--- config.mk ---
export PLATFORM = sky130hd
export DESIGN_NAME = nand_seq_alu
export DESIGN_NICKNAME = d
export VERILOG_FILES = /design/src/rtl/nand_seq_pkg.sv /design/src/rtl/nand_unit.sv /design/src/rtl/nand_seq_alu.sv
export SDC_FILE = /design/constraint.sdc
export NUM_CORES = 1
export LEC_CHECK = 0
export ABC_AREA = 1
export BUFFER_PORTS_ARGS = -buffer_cell sky130_fd_sc_hd__clkbuf_2
export CORE_ASPECT_RATIO = 0.5
export CORE_MARGIN = 8
export CORE_UTILIZATION = 40
export CTS_CLUSTER_SIZE = 10
export DETAILED_ROUTE_END_ITERATION = 10
export HOLD_SLACK_MARGIN = 0.08
export PLACE_DENSITY = 0.7
export SETUP_SLACK_MARGIN = 0.4
export SYNTH_ARGS = -nofsm -noshare
export SYNTH_HDL_FRONTEND = slang
export SYNTH_SLANG_ARGS = --single-unit
--- constraint.sdc ---
create_clock -name clk -period 2 [get_ports clk]
set_input_delay 0.2 -clock clk [delete_from_list [all_inputs] [get_ports clk]]
set_output_delay 0.2 -clock clk [all_outputs]
set_load 0.05 [all_outputs]
--- src/rtl/nand_seq_pkg.sv ---
`default_nettype none
// ============================================================================
// Module : nand_seq_pkg
// Brief  : Op codes, FSM states and pass-schedule types for nand_seq_alu.
// Rev    : 1.0 - initial release
// ============================================================================
package nand_seq_pkg;

  localparam logic [1:0] OP_NOT = 2'b00;
  localparam logic [1:0] OP_AND = 2'b01;
  localparam logic [1:0] OP_OR  = 2'b10;
  localparam logic [1:0] OP_XOR = 2'b11;

  typedef enum logic [1:0] {
    S_IDLE = 2'd0,
    S_EXEC = 2'd1,
    S_DONE = 2'd2
  } state_t;

  localparam logic [2:0] c_passes_not = 3'd1;
  localparam logic [2:0] c_passes_and = 3'd2;
  localparam logic [2:0] c_passes_or  = 3'd3;
  localparam logic [2:0] c_passes_xor = 3'd4;

  localparam int c_step_w = 2;
  typedef logic [c_step_w-1:0] step_t;

  typedef enum logic [1:0] {
    SRC_A = 2'd0,
    SRC_B = 2'd1,
    SRC_T = 2'd2,
    SRC_U = 2'd3
  } src_t;

  typedef enum logic [1:0] {
    DST_T = 2'd0,
    DST_U = 2'd1,
    DST_Y = 2'd2
  } dst_t;

  typedef struct packed {
    src_t x;
    src_t y;
    dst_t dst;
  } pass_t;

  function automatic logic [2:0] pass_count(input logic [1:0] op);
    logic [2:0] n;
    case (op)
      OP_NOT:  n = c_passes_not;
      OP_AND:  n = c_passes_and;
      OP_OR:   n = c_passes_or;
      default: n = c_passes_xor;
    endcase
    return n;
  endfunction

  function automatic step_t last_step(input logic [1:0] op);
    logic [2:0] n;
    n = pass_count(op);
    return step_t'(n - 3'd1);
  endfunction

endpackage
`default_nettype wire

--- src/rtl/nand_unit.sv ---
`default_nettype none
// ============================================================================
// Module : nand_unit
// Brief  : Combinational WIDTH-bit bitwise NAND stage.
// Rev    : 1.0 - initial release
// ============================================================================
module nand_unit #(
  parameter int WIDTH = 4
) (
  input  logic [WIDTH-1:0] x,
  input  logic [WIDTH-1:0] y,
  output logic [WIDTH-1:0] z
);

  assign z = ~(x & y);

endmodule
`default_nettype wire

--- src/rtl/nand_seq_alu.sv ---
`default_nettype none
// ============================================================================
// Module : nand_seq_alu
// Brief  : NOT/AND/OR/XOR built from one time-shared NAND stage, one pass/cycle.
// Rev    : 1.0 - initial release
// ============================================================================
module nand_seq_alu
  import nand_seq_pkg::*;
#(
  parameter int WIDTH = 4
) (
  input  logic             clk,
  input  logic             rst_n,
  input  logic             in_valid,
  output logic             in_ready,
  input  logic [WIDTH-1:0] A,
  input  logic [WIDTH-1:0] B,
  input  logic [1:0]       op,
  output logic             out_valid,
  input  logic             out_ready,
  output logic [WIDTH-1:0] Y,
  output logic             busy
);

  state_t           r_state;
  state_t           w_next_state;
  logic [1:0]       r_op;
  step_t            r_step;
  logic [WIDTH-1:0] r_a;
  logic [WIDTH-1:0] r_b;
  logic [WIDTH-1:0] r_t;
  logic [WIDTH-1:0] r_u;
  logic [WIDTH-1:0] r_y;

  logic             w_accept;
  logic             w_last;
  pass_t            w_pass;
  logic [WIDTH-1:0] w_opx;
  logic [WIDTH-1:0] w_opy;
  logic [WIDTH-1:0] w_z;

  always_ff @(posedge clk or negedge rst_n) begin
    if (!rst_n) begin
      r_state <= S_IDLE;
    end else begin
      r_state <= w_next_state;
    end
  end

  always_comb begin
    w_next_state = r_state;
    w_accept     = 1'b0;
    w_last       = (r_step == last_step(r_op));
    case (r_state)
      S_IDLE: begin
        if (in_valid) begin
          w_accept     = 1'b1;
          w_next_state = S_EXEC;
        end
      end
      S_EXEC: begin
        if (w_last) begin
          w_next_state = S_DONE;
        end
      end
      S_DONE: begin
        if (out_ready) begin
          w_next_state = S_IDLE;
        end
      end
      default: w_next_state = S_IDLE;
    endcase
  end

  // Pass schedule: which registers feed the NAND and where its result lands.
  always_comb begin
    w_pass = '{x: SRC_A, y: SRC_A, dst: DST_Y};
    case (r_op)
      OP_AND: begin
        case (r_step)
          2'd0:    w_pass = '{x: SRC_A, y: SRC_B, dst: DST_T};
          default: w_pass = '{x: SRC_T, y: SRC_T, dst: DST_Y};
        endcase
      end
      OP_OR: begin
        case (r_step)
          2'd0:    w_pass = '{x: SRC_A, y: SRC_A, dst: DST_T};
          2'd1:    w_pass = '{x: SRC_B, y: SRC_B, dst: DST_U};
          default: w_pass = '{x: SRC_T, y: SRC_U, dst: DST_Y};
        endcase
      end
      OP_XOR: begin
        case (r_step)
          2'd0:    w_pass = '{x: SRC_A, y: SRC_B, dst: DST_T};
          2'd1:    w_pass = '{x: SRC_A, y: SRC_T, dst: DST_U};
          2'd2:    w_pass = '{x: SRC_B, y: SRC_T, dst: DST_T};
          default: w_pass = '{x: SRC_U, y: SRC_T, dst: DST_Y};
        endcase
      end
      default: w_pass = '{x: SRC_A, y: SRC_A, dst: DST_Y};
    endcase
  end

  always_comb begin
    w_opx = r_a;
    case (w_pass.x)
      SRC_A:   w_opx = r_a;
      SRC_B:   w_opx = r_b;
      SRC_T:   w_opx = r_t;
      default: w_opx = r_u;
    endcase
  end

  always_comb begin
    w_opy = r_a;
    case (w_pass.y)
      SRC_A:   w_opy = r_a;
      SRC_B:   w_opy = r_b;
      SRC_T:   w_opy = r_t;
      default: w_opy = r_u;
    endcase
  end

  nand_unit #(
    .WIDTH(WIDTH)
  ) u_nand (
    .x(w_opx),
    .y(w_opy),
    .z(w_z)
  );

  // XOR pass 2 reads r_t and writes r_t; the register boundary keeps the old value visible.
  always_ff @(posedge clk or negedge rst_n) begin
    if (!rst_n) begin
      r_op   <= OP_NOT;
      r_step <= '0;
      r_a    <= '0;
      r_b    <= '0;
      r_t    <= '0;
      r_u    <= '0;
      r_y    <= '0;
    end else if (w_accept) begin
      r_a    <= A;
      r_b    <= B;
      r_op   <= op;
      r_step <= '0;
    end else if (r_state == S_EXEC) begin
      case (w_pass.dst)
        DST_T:   r_t <= w_z;
        DST_U:   r_u <= w_z;
        default: r_y <= w_z;
      endcase
      if (!w_last) begin
        r_step <= r_step + 1'b1;
      end
    end
  end

  assign in_ready  = (r_state == S_IDLE);
  assign out_valid = (r_state == S_DONE);
  assign busy      = (r_state != S_IDLE);
  assign Y         = r_y;

endmodule
`default_nettype wire
# [Word level (Yosys, flattened, before mapping)]
# Index checks and enable logic that the tools add are counted.
[totals] reg_bits=26 input_bits=14 output_inout_bits=7 word_cells=61
[op_classes] n_addsub=2 n_eq_ne=17 muxes=16 bitwise_logic=4 reduce_logical=14
[ops] operator="6-bit one-hot mux with 3 select lines" n=2
[ops] operator="4-bit one-hot mux with 3 select lines" n=2
[ops] operator="2-bit by 1-bit == test with 1-bit output, second input constant" n=6
[ops] operator="2-bit == test, second input constant" n=6
[ops] operator="2-bit zero test" n=6
[ops] operator="2-bit two-way mux" n=6
[ops] operator="2-bit one-hot mux with 3 select lines" n=2
[ops] operator="6-bit one-hot mux with 2 select lines" n=1
[ops] operator="3-bit AND reduction" n=4
[ops] operator="6-bit two-way mux" n=1
[ops] operator="2-bit != test, second input constant" n=3
[ops] operator="4-bit AND" n=1
[ops] operator="4-bit inverter" n=1
[ops] operator="2-bit nonzero test" n=2
[ops] operator="2-bit by 1-bit adder with 2-bit output, second input constant" n=1
[ops] operator="2-bit == test" n=1
[ops] operator="1-bit two-way mux" n=2
[ops] operator="2-bit by 1-bit != test with 1-bit output, second input constant" n=1
[ops] operator="1-bit inverter" n=2
[ops] operator="2-bit AND reduction" n=1
[ops] operator="2-bit OR reduction" n=1
[ops] operator="2-bit by 1-bit subtractor with 2-bit output, second input constant" n=1

# [Logic depth before layout (Yosys ltp)]
[logic_depth] word_depth=7 ltp_mapped=11 ltp_nobuf=11

# [Cells and area by module]
# Synthesis repeated with hierarchy kept, for this count alone.
[hier_totals] cells_unflattened=199 area_unflattened_um2=1614.0
[modules_own_cells] mod="nand_seq_alu" instances=1 cells_per_inst=195 area_per_inst_um2=1599.0 seq_area_each_um2=650.6
[modules_own_cells] mod="nand_unit" instances=1 cells_per_inst=4 area_per_inst_um2=15.0 seq_area_each_um2=0.0

# [Worst setup path before layout]
# No wires, ideal clock.
[synth_timing] path_type="register to register" startpoint="register r_state[0]" endpoint="register r_op[0]" setup_time_ns=0.133 arrival_ns=1.704 t_required_ns=1.867 slack_ns=0.163 stages_incl_launch_ff=6 n_path_buf=1 synth_period_minus_slack_ns=1.837 cell_sequence="dfrtp_1 nor2_1 nand2_1 inv_1 clkbuf_1 o21ai_0"
[synth_between] elab_chain_cells=2
[synth_rtl] element="from (decl)" line_no="nand_seq_alu.sv:25" rtl="state_t r_state;"
[synth_rtl] element="from (signal assigned)" line_no="nand_seq_alu.sv:46" rtl="r_state <= w_next_state;"
[synth_rtl] element="2-bit zero test"
[synth_rtl] element="net in_ready" line_no="nand_seq_alu.sv:15" rtl="output logic in_ready,"
[synth_rtl] element="1-bit two-way mux" line_no="nand_seq_alu.sv:54" rtl="case (r_state)"
[synth_rtl] element="to (signal assigned)" line_no="nand_seq_alu.sv:145" rtl="r_op <= op;"
[synth_rtl] element="to (decl)" line_no="nand_seq_alu.sv:27" rtl="logic [1:0] r_op;"
# The timed path passes the listed nets, and every way through them passes these cells.
# A chain may end at the register's enable or synchronous reset.

# [Worst setup path after layout]
[layout_timing] startpoint="register r_step[0]" endpoint="register r_y[2] (netlist: Y[2])"
[layout_between] elab_chain_cells=7 word_cells_on_any_way=22 cone_classes="7 x eq/ne; 6 x mux; 3 x bitwise; 6 x reduce/logical"
[layout_rtl] element="from (decl)" line_no="nand_seq_alu.sv:28" rtl="step_t r_step;"
[layout_rtl] element="from (signal assigned)" line_no="nand_seq_alu.sv:154" rtl="r_step <= r_step + 1'b1;"
[layout_rtl] element="2-bit == test, or another cell as far along" line_no="nand_seq_alu.sv:93" rtl="case (r_step)"
[layout_rtl] element="6-bit one-hot mux with 3 select lines, or another cell as far along" line_no="nand_seq_alu.sv:93"
[layout_rtl] element="6-bit one-hot mux with 3 select lines *" line_no="nand_seq_alu.sv:78" rtl="case (r_op)"
[layout_rtl] element="2-bit == test, or another cell as far along" line_no="nand_seq_alu.sv:106" rtl="case (w_pass.x)"
[layout_rtl] element="4-bit one-hot mux with 3 select lines, or another cell as far along" line_no="nand_seq_alu.sv:106"
[layout_rtl] element="4-bit AND or 1-bit inverter (tied branches)"
[layout_rtl] element="4-bit inverter or 3-bit AND reduction (tied branches)"
[layout_rtl] element="to (signal assigned)" line_no="nand_seq_alu.sv:151" rtl="default: r_y <= w_z;"
[layout_rtl] element="to (decl)" line_no="nand_seq_alu.sv:33" rtl="logic [WIDTH-1:0] r_y;"
# Mark *: on every way between the ends. The rest lies on a longest branch, timed or not.

==> results.json <==
{
  "route.detailed.drc": 0,
  "area_delta_synth_final_pct": 37.1,
  "wire_per_inst_um": 14.4,
  "yosys-top-cells-area": "dfrtp_1 41%, nand2_1 19%, nand3_1 9.7%, inv_1 4.9%, ha_1 4.7%",
  "dp_hpwl_um": 2770,
  "critPathBufInv": 2,
  "cpPeakStageDelay_ns": 0.47,
  "layout-drive-gt1-share": 0.429,
  "coreArea_um2": 3880,
  "relSlewSlack": 0.551,
  "power_density_nw_per_um2": 1930,
  "antenna_left": 0,
  "status": "finished, final reports clean",
  "fp.dieW_um": 106,
  "fin_ws_ns": 0.250,
  "htreeDepth": 1,
  "wirelength_um": 4420,
  "netlist_instances": 218,
  "synthAdderAreaFrac": 0.0468,
  "grt_pass1_wl_um": 7010,
  "finalClockSkew_ns": 0.00381,
  "synth_warnings": 0,
  "synth_edf_count": 0,
  "arrival_ns": 1.97,
  "peakVddDrop_mv": 0.545,
  "ios": 21,
  "grt_use_total": 0.136,
  "setup_tns_ns": 0,
  "cp_slowest_cell": "dfrtp_2",
  "worstPathMaxFanout": 7,
  "clk_latency_ns": 0.28,
  "setup_viol": 0,
  "slew_violations": 0,
  "fin_nets": 273,
  "hp-class": "in -> reg",
  "worstSetupPathType": "reg -> reg",
  "hold_viol_final": 0,
  "diodes": 0,
  "overflow": 0,
  "max_freq_ghz": 0.571,
  "root_buffer": "clkbuf_8",
  "synthSimpleGateAreaFrac": 0.409,
  "grt_pass1_vias": 1511,
  "synthTopCellsByCount": "81 x nand2_1, 31 x nand3_1, 26 x dfrtp_1, 21 x inv_1, 11 x nor2_1",
  "port_buffers": 20,
  "seq_area_frac_synth": 0.406,
  "synth_top_cell_area_share": 0.406,
  "avgViaCountPerCell": 5.00,
  "yosysMostFrequentCell": "nand2_1",
  "synth_top_family_by_area": "simple AND/OR/NAND/NOR gates",
  "final.period_utilization": 0.875,
  "synth-xor-area-share": 0,
  "netlist_area_um2": 1600,
  "clock_sinks": 26,
  "p_leak_nw": 1.11,
  "antenna_found_initial": 0,
  "gp_congestion": 0.867,
  "tightest_slew_ns": 0.673,
  "ys_seq_elements": 26,
  "end_kind": "flip-flop",
  "cts.clk_slew.worst_paths_ns": 0.10,
  "synth_compound_area_frac": 0.0569,
  "cts_buffer_depth": 2,
  "start_util": 0.413,
  "die_y_um": 60.8,
  "die_area_um2": 6420,
  "row_count": 16,
  "fin_crit_ns": 1.75,
  "ys_types": 21,
  "rsz0062_at_grt": "true",
  "drt_iter0_drc": 75,
  "cts_buffers": 3,
  "path_common_cell": "nand2_1",
  "worstPathRequired_ns": 2.22,
  "cts_tree": "yes",
  "firstDrtPassIters": 4,
  "synth_ff_type": "dfrtp_1",
  "cp-start-kind": "flip-flop",
  "grt_max_degree": 27,
  "dp_slack_ns": 0.181,
  "vias": 1529,
  "avgSynthCellArea_um2": 7.36,
  "synthArstFlopShare": 1.00,
  "critPathTopFamily": "simple AND/OR/NAND/NOR gates",
  "synth_fp_nets": 238,
  "drv_cap": 0,
  "crit_chain": "inv_4 > ha_2 > nor2_1 > nor2_1 > nor2_2 > buf_6 > o21ai_4 > nand2_1 > nand3_2 > nand2_1 > nand2_1",
  "synth.area.mux_share": 0,
  "yosysTopAreaCell": "dfrtp_1"
}
==> final timing paths <==
kind | startpoint | to | slack [ns] | cells after the start
hold reg to reg | Y[0] | Y[0] | 0.49 | 2
setup / recovery | r_step[0] | Y[2] | 0.25 | 11
max in group asynchronous | rst_n | r_step[0] | 1.04 | 2
setup reg to reg | r_step[0] | Y[2] | 0.25 | 11
min in group asynchronous | rst_n | r_b[2] | 0.48 | 2
hold / removal | A[1] | r_a[1] | 0.11 | 3
==> layout by cell type (no fill, tap or decap), types with 4 or more instances in the layout <==
cell type	synthesis	routed
buf_4	0	9
nand2_2	2	15
nand3_1	31	15
nand3_4	1	8
inv_2	6	9
nand2_1	81	67
nor2_1	11	7
clkbuf_2	0	20
nand3_2	5	15
nor2_2	3	4
nor2_4	2	5
dfrtp_1	26	23
inv_1	21	16
o21ai_0	9	8
==> cells by family after synthesis <==
group / after synthesis
AND/OR/NAND/NOR: 140
buffers and inverters: 31
AO/OA/AOI/OAI: 15
flip-flops: 26
adder cells (fa/ha/maj): 6
==> area by class of cell <==
type / instances / area, µm²
Sequential cell: 26 / 654
Inverter: 27 / 109
Clock inverter: 1 / 30.0
Clock buffer: 3 / 41.3
Fill cell: 345 / 1680
Timing Repair Buffer: 33 / 211
Tap cell: 54 / 67.6
Multi-Input combinational cell: 162 / 1090
==> state kept, by name, indices dropped and copies added (netlist names) <==
signal   cells
r_b          4
r_u          4
r_a          4
r_op         2
r_state      2
r_t          4
r_step       2
Y            4
==> worst register-to-register path, delay by kind of cell (launching register included) <==
kind / cells / cell delay (ns)
AND/OR/NAND/NOR: 7 / 0.59
flip-flops: 1 / 0.47
buffers and inverters: 2 / 0.25
AO/OA/AOI/OAI: 1 / 0.22
adder cells (fa/ha/maj): 1 / 0.16
==> repair_timing <==
item                                    in CTS  in global routing
endpoints found under the setup margin      12                 12
gates resized for setup                     33                 35
hold buffers                                 1                  0
pin swaps                                    8                 21
cloned                                       1                  1
buffers inserted                             2                  7
endpoints found under the hold margin       26                  0
==> layer usage <==
layer,GRT usage,wire (µm),vias up
li1,-,-,756
met1,0.163,1930,721
met2,0.244,2120,44
met3,0.0307,248,8
met4,0.0396,116,0
met5,0,0,-
==> stage by stage <==
stage	total power, W	cell area, µm²	std cells	hold slack (ns)	util
3_5_place_dp	0.00302	1770	290	0.282	0.455
4_1_cts	0.00375	1990	298	0.102	0.514
3_3_place_gp	0.00297	1770	290	0.255	0.455
6_report	0.00424	2200	306	0.106	0.566
2_1_floorplan	0.00258	1610	218	-0.0956	-
5_1_grt	0.00456	2200	306	0.105	0.566
==> power breakdown <==
group / switching (W) / internal, W / total, W
registers: 0.000276 / 0.000793 / 0.00107
logic: 0.00176 / 0.000951 / 0.00272
clock network: 0.000187 / 0.000268 / 0.000455
Power figures use the tool's default switching activity.
